File: src/rtl/change_dispenser_pkg.sv
// Shared constants for the change dispenser: default widths, coin denominations and FSM encoding.
package change_dispenser_pkg;

    localparam int VAL_W_DEF      = 7;
    localparam int CNT_W_DEF      = 6;
    localparam int INIT_STOCK_DEF = 20;

    localparam int D0_DEF = 10;
    localparam int D1_DEF = 5;
    localparam int D2_DEF = 2;
    localparam int D3_DEF = 1;

    typedef enum logic [1:0] {
        IDLE   = 2'd0,
        SELECT = 2'd1,
        ISSUE  = 2'd2,
        DONE   = 2'd3
    } disp_state_t;

endpackage

File: src/rtl/change_dispenser_coin_stock.sv
// Four saturating coin stock counters; refill from outside, decrement on each coin handed to the hopper.
module coin_stock #(
    parameter int CNT_W      = 6,
    parameter int INIT_STOCK = 20
) (
    input  logic             i_clk,
    input  logic             i_rst_n,
    input  logic             i_refill,
    input  logic [1:0]       i_refill_sel,
    input  logic [CNT_W-1:0] i_refill_count,
    input  logic             i_dec,
    input  logic [1:0]       i_dec_sel,
    output logic [3:0]       o_stock_empty
);

    localparam logic [CNT_W:0] MAX_CNT = {1'b0, {CNT_W{1'b1}}};

    logic [CNT_W-1:0] stock    [4];
    logic [CNT_W-1:0] stock_nx [4];
    logic [CNT_W:0]   sum      [4];

    // A refill and a decrement on the same counter combine before saturating.
    always_comb begin
        for (int k = 0; k < 4; k++) begin
            sum[k] = {1'b0, stock[k]};
            if (i_refill && (i_refill_sel == 2'(k)))
                sum[k] = sum[k] + {1'b0, i_refill_count};
            if (i_dec && (i_dec_sel == 2'(k)))
                sum[k] = sum[k] - 1'b1;
            stock_nx[k] = (sum[k] > MAX_CNT) ? MAX_CNT[CNT_W-1:0] : sum[k][CNT_W-1:0];
        end
    end

    always_ff @(posedge i_clk) begin
        for (int k = 0; k < 4; k++) begin
            if (!i_rst_n)
                stock[k] <= CNT_W'(INIT_STOCK);
            else
                stock[k] <= stock_nx[k];
        end
    end

    always_comb begin
        for (int k = 0; k < 4; k++)
            o_stock_empty[k] = (stock[k] == '0);
    end

endmodule

File: src/rtl/change_dispenser.sv
// Greedy coin payout FSM: picks the largest in-stock coin that fits and hands it to the hopper.
// state  | meaning
// IDLE   | waiting for i_load
// SELECT | choose next coin or finish
// ISSUE  | coin offered, waiting for hopper ready
// DONE   | one-cycle completion pulse
module change_dispenser
    import change_dispenser_pkg::*;
#(
    parameter int VAL_W      = VAL_W_DEF,
    parameter int D0         = D0_DEF,
    parameter int D1         = D1_DEF,
    parameter int D2         = D2_DEF,
    parameter int D3         = D3_DEF,
    parameter int CNT_W      = CNT_W_DEF,
    parameter int INIT_STOCK = INIT_STOCK_DEF
) (
    input  logic             i_clk,
    input  logic             i_rst_n,
    input  logic             i_load,
    input  logic [VAL_W-1:0] i_change_value,
    output logic             o_busy,
    output logic             o_coin_valid,
    output logic [1:0]       o_coin_sel,
    input  logic             i_coin_ready,
    output logic             o_done,
    output logic [VAL_W-1:0] o_shortfall,
    input  logic             i_refill,
    input  logic [1:0]       i_refill_sel,
    input  logic [CNT_W-1:0] i_refill_count,
    output logic [3:0]       o_stock_empty,
    output logic [1:0]       o_state
);

    localparam logic [VAL_W-1:0] DEN [4] = '{VAL_W'(D0), VAL_W'(D1), VAL_W'(D2), VAL_W'(D3)};

    disp_state_t      state, state_nx;
    logic [VAL_W-1:0] remaining;
    logic [VAL_W-1:0] shortfall;
    logic [1:0]       coin_sel;
    logic             handshake;
    logic             found;
    logic [1:0]       pick;

    assign handshake = (state == ISSUE) && i_coin_ready;

    // Scanning from smallest to largest leaves the lowest fitting index in pick.
    always_comb begin
        found = 1'b0;
        pick  = 2'd0;
        for (int k = 3; k >= 0; k--) begin
            if ((DEN[k] <= remaining) && !o_stock_empty[k]) begin
                found = 1'b1;
                pick  = 2'(k);
            end
        end
    end

    always_comb begin
        state_nx = state;
        case (state)
            IDLE:    if (i_load) state_nx = (i_change_value == '0) ? DONE : SELECT;
            SELECT:  state_nx = found ? ISSUE : DONE;
            ISSUE:   if (i_coin_ready) state_nx = SELECT;
            DONE:    state_nx = IDLE;
            default: state_nx = IDLE;
        endcase
    end

    always_ff @(posedge i_clk) begin
        if (!i_rst_n) begin
            state     <= IDLE;
            remaining <= '0;
            shortfall <= '0;
            coin_sel  <= 2'd0;
        end else begin
            state <= state_nx;
            case (state)
                IDLE: begin
                    if (i_load) begin
                        remaining <= i_change_value;
                        shortfall <= '0;
                    end
                end
                SELECT: begin
                    if (found) coin_sel  <= pick;
                    else       shortfall <= remaining;
                end
                ISSUE: begin
                    if (i_coin_ready) remaining <= remaining - DEN[coin_sel];
                end
                default: ;
            endcase
        end
    end

    coin_stock #(
        .CNT_W      (CNT_W),
        .INIT_STOCK (INIT_STOCK)
    ) u_coin_stock (
        .i_clk          (i_clk),
        .i_rst_n        (i_rst_n),
        .i_refill       (i_refill),
        .i_refill_sel   (i_refill_sel),
        .i_refill_count (i_refill_count),
        .i_dec          (handshake),
        .i_dec_sel      (coin_sel),
        .o_stock_empty  (o_stock_empty)
    );

    assign o_busy       = (state != IDLE);
    assign o_coin_valid = (state == ISSUE);
    assign o_coin_sel   = coin_sel;
    assign o_done       = (state == DONE);
    assign o_shortfall  = shortfall;
    assign o_state      = state;

endmodule

File: config.mk
export PLATFORM = sky130hd
export DESIGN_NAME = change_dispenser
export DESIGN_NICKNAME = d
export VERILOG_FILES = /design/src/rtl/change_dispenser_pkg.sv /design/src/rtl/change_dispenser_coin_stock.sv /design/src/rtl/change_dispenser.sv
export SDC_FILE = /design/constraint.sdc
export NUM_CORES = 1
export LEC_CHECK = 0
export CAP_MARGIN = 30
export CORE_ASPECT_RATIO = 1.25
export CORE_MARGIN = 2
export CORE_UTILIZATION = 50
export CTS_CLUSTER_SIZE = 24
export DETAILED_ROUTE_END_ITERATION = 12
export GPL_ROUTABILITY_DRIVEN = 0
export GPL_TIMING_DRIVEN = 1
export PLACE_DENSITY = 0.74
export SLEW_MARGIN = 15
export SYNTH_ARGS = -nofsm -noshare
export SYNTH_HDL_FRONTEND = slang
export SYNTH_SLANG_ARGS = --single-unit
File: constraint.sdc
create_clock -name i_clk -period 3 [get_ports i_clk]
set_input_delay 0.6 -clock i_clk [delete_from_list [all_inputs] [get_ports i_clk]]
set_output_delay 0.6 -clock i_clk [all_outputs]
set_load 0.02 [all_outputs]
==> results.py <==
metrics = {
    "die": {
        "rows": 35,
        "die-height_um": 101.1,
        "initial_core_util_pct": 51.22,
        "ios": 38,
        "die_x_um": 81.65,
        "die_area_sq_um": 8252,
        "core_area_sq_um": 7357,
    },
    "yosys": {
        "synth_edf_count": 0,
        "ys.warnings.count": 0,
        "syn_inst": 458,
        "syn_nets": 515,
        "synth_area_sq_um": 3769,
        "yosysSeqAreaShare_pct": 22.31,
        "async_flop_share_pct": 0,
        "syn_avg_cell_area_sq_um": 8.228,
        "synthFlopType": "dfxtp_1",
        "synth_cell_type_count": 73,
        "synth_seq_cells": 42,
    },
    "timing": {
        "fin_ws_ns": 0.1579,
        "slew_viol_final": 0,
        "fmax_ghz": 0.3519,
        "fin_crit_sh_pct": 94.74,
        "max_slew.worst_pin.slew_ns": 0.8383,
        "slew_headroom_pct": 43.87,
        "finalSetupTns_ns": 0,
        "setup_violations": 0,
        "finalHoldViolCount": 0,
        "holdWs_ns": 0.4647,
        "finalClockSkew_ns": 0.005705,
        "rsz0062_at_grt": "false",
        "min_period_ns": 2.842,
    },
    "global_routing": {
        "grt_start_max_net_pins": 23,
        "grt.overflow.total": 0,
        "grt_first_pass_wirelength_um": 16740,
        "antenna_found_initial": 0,
        "grt_pass1_vias": 3764,
        "grt_usage_pct": 25.73,
    },
    "setup_path": {
        "r2r-end": "u_coin_stock.stock[2][0]$_SDFF_PN0_",
        "end_kind": "primary output",
        "crit_type": "flip-flop to primary output",
        "crit-reg2reg-launch": "u_coin_stock.stock[2][0]$_SDFF_PN0_",
        "worstSetupStartpoint": "u_coin_stock.stock[2][1]$_SDFF_PN0_",
        "ff2ff_setup_slack_ns": 0.46,
        "crit_chain": "or4_1, nor3_1, clkdlybuf4s50_1",
        "worstPathArrival_ns": 2.24,
        "worstRegToRegCells": 10,
        "cp_slowest_cell": "clkdlybuf4s50_1",
        "critical_path_required_ns": 2.40,
        "crit_path_end": "o_stock_empty[2]",
        "startpoint_type": "flip-flop",
        "path_max_fanout": 5,
        "slowest_delay_ns": 0.69,
    },
    "routing": {
        "ant_nets": 0,
        "drcViolationCount": 0,
        "routed_via_density": 6.049,
        "via_count": 3841,
        "wl_per_cell_um": 16.06,
        "drt_iter0_markers": 165,
        "firstDrtPassIters": 5,
        "routed_wl_um": 10200,
    },
    "status": {
        "outcome": "completed",
    },
    "clock_tree": {
        "clock-sinks": 42,
        "cts_root_buffer": "clkbuf_8",
        "numCtsBuffers": 5,
        "clkTransAtPathRegs_ns": 0.09,
        "htree_levels": 2,
        "clockBufferDepth": 2,
        "cts_tree": "yes",
        "clk-insertion-delay-late_ns": 0.30,
    },
    "run": {
        "max_cap_viol_count": 0,
    },
    "placed_design": {
        "dp_cells": 626,
        "dp_slack_ns": -0.4638,
        "dp_hpwl_um": 7832,
        "port_buffers": 37,
    },
    "finish": {
        "finish.net_count": 599,
        "syn_to_final_growth_pct": 26.89,
        "drive_above_1_share_pct": 18.78,
        "final_cells": 635,
        "n_antenna_cell": 0,
        "fillers": 651,
    },
    "power_and_ir_drop": {
        "power_uw": 1742,
        "peakVddDrop_mv": 0.2209,
        "power_density_nw_per_um2": 364.2,
        "leakagePower_uw": 0.001914,
    },
    "worst_hold_path": {
        "min_path_type": "flip-flop to flip-flop",
    },
}
## cell usage in the layout, fill, tap and decap left out, drive strengths merged, types with 3 or more instances in the layout
cell type / instances
and2: 7
nand2: 38
a2111oi: 6
o31ai: 8
o21ai: 21
nor2: 45
nor4: 5
clkbuf: 6
nor3: 11
xnor2: 20
o21a: 5
nor3b: 3
o31a: 5
fa: 5
o211ai: 7
nand2b: 4
ha: 32
nand3: 18
a31oi: 10
o22a: 3
or2: 4
mux2i: 17
or3: 8
dfxtp: 42
xor2: 7
and4: 4
inv: 21
buf: 56
mux2: 5
or4: 5
a21o: 7
a211oi: 9
and3: 7
a21oi: 17
nand4: 4
clkdlybuf4s50: 35
nor2b: 3
a221oi: 4
## how the worst min path moves through the flow
stage / start / endpoint / slack [ns] / depth (start not counted)
after floorplan: remaining[6]$_SDFFE_PN0P_ / o_shortfall[6]$_SDFFE_PN0P_ / 0.46 / 2
after global placement: o_shortfall[1]$_SDFFE_PN0P_ / o_shortfall[1]$_SDFFE_PN0P_ / 0.45 / 2
after detailed placement: o_shortfall[2]$_SDFFE_PN0P_ / o_shortfall[2]$_SDFFE_PN0P_ / 0.46 / 2
after CTS: o_shortfall[1]$_SDFFE_PN0P_ / o_shortfall[1]$_SDFFE_PN0P_ / 0.47 / 2
after global routing: o_shortfall[2]$_SDFFE_PN0P_ / o_shortfall[2]$_SDFFE_PN0P_ / 0.51 / 2
final: o_shortfall[1]$_SDFFE_PN0P_ / o_shortfall[1]$_SDFFE_PN0P_ / 0.46 / 2
## area by class of cell
class / count / area, sq um / area share [%]
multi-input combinational: 379 / 2843 / 59.45
sequential: 42 / 840.8 / 17.58
timing repair buffer: 93 / 792.0 / 16.56
tap: 92 / 115.1 / 2.407
inverter: 21 / 81.33 / 1.701
clock buffer: 6 / 72.57 / 1.518
clock inverter: 2 / 37.54 / 0.7849
## cells by family (layout without fill, tap and decap cells)
kind of cell	count (synthesis)	after routing	share of synthesized area [%]
DFF	42	42	22.31
adders and majority gates	37	37	13.28
AOI/OAI and AO/OA	117	117	22.41
xor gates and xnor gates	27	27	6.275
buffers and inverters	37	122	4.316
and+or+nand+nor	176	176	25.40
muxes	22	22	6.009
## synth_stat cells, types with 5 or more instances
cell type,number,area share (%)
nor2_1,44,4.4
dfxtp_1,42,22
nand2_1,38,3.8
ha_1,32,11
inv_1,21,2.1
xnor2_1,20,4.6
o21ai_0,18,2.4
a21oi_1,17,2.3
mux2i_1,17,4.5
nand3_1,16,2.1
nor3_1,11,1.5
a31oi_1,10,1.7
a211oi_1,9,1.8
clkbuf_1,8,0.80
o31ai_1,8,1.6
and2_1,7,1.2
o211ai_1,7,1.4
or3_1,7,1.2
xor2_1,7,1.6
a21o_1,6,1.2
buf_2,5,0.66
fa_1,5,2.7
mux2_2,5,1.5
o21a_1,5,1.0
## layer usage
metal | wire length [um] | vias to the layer above | share of wire [%] | track usage [%]
li1 | - | 1875 | - | -
met1 | 4096 | 1840 | 40 | 28.67
met2 | 5406 | 109 | 53 | 48.36
met3 | 447 | 17 | 4.4 | 4.032
met4 | 246 | 0 | 2.4 | 8.846
met5 | 0 | - | 0 | 0
## registers in the layout (all words and copies together) (netlist names)
register,cells
o_shortfall,7
remaining,7
u_coin_stock.stock,24
o_coin_sel,2
o_state,2
## through the flow
step                utilization (%)  instance area, sq um
finish                        65.00                  4782
detailed placement            62.30                  4583
floorplan                         -                  3769
global placement              62.30                  4583
CTS                           64.27                  4728
global route                  65.00                  4782
## worst max-delay path: cells and delay by family (launching register included)
family / cells / cell delay (ns)
DFF: 1 / 0.36
and+or+nand+nor: 2 / 0.90
buffers and inverters: 1 / 0.69
## what timing repair did
action                     CTS  global route
pin swaps                    0             1
setup buffers                0             1
setup endpoints to repair    9            14
hold buffers                 0             0
resized for setup            7            14
## where the power goes
group          switching [uW]  total (uW)  internal [uW]
logic                     329         636            307
clock network             214         463            249
registers                48.4         643            594
total                     591        1740           1150
Power figures use the tool's default switching activity.
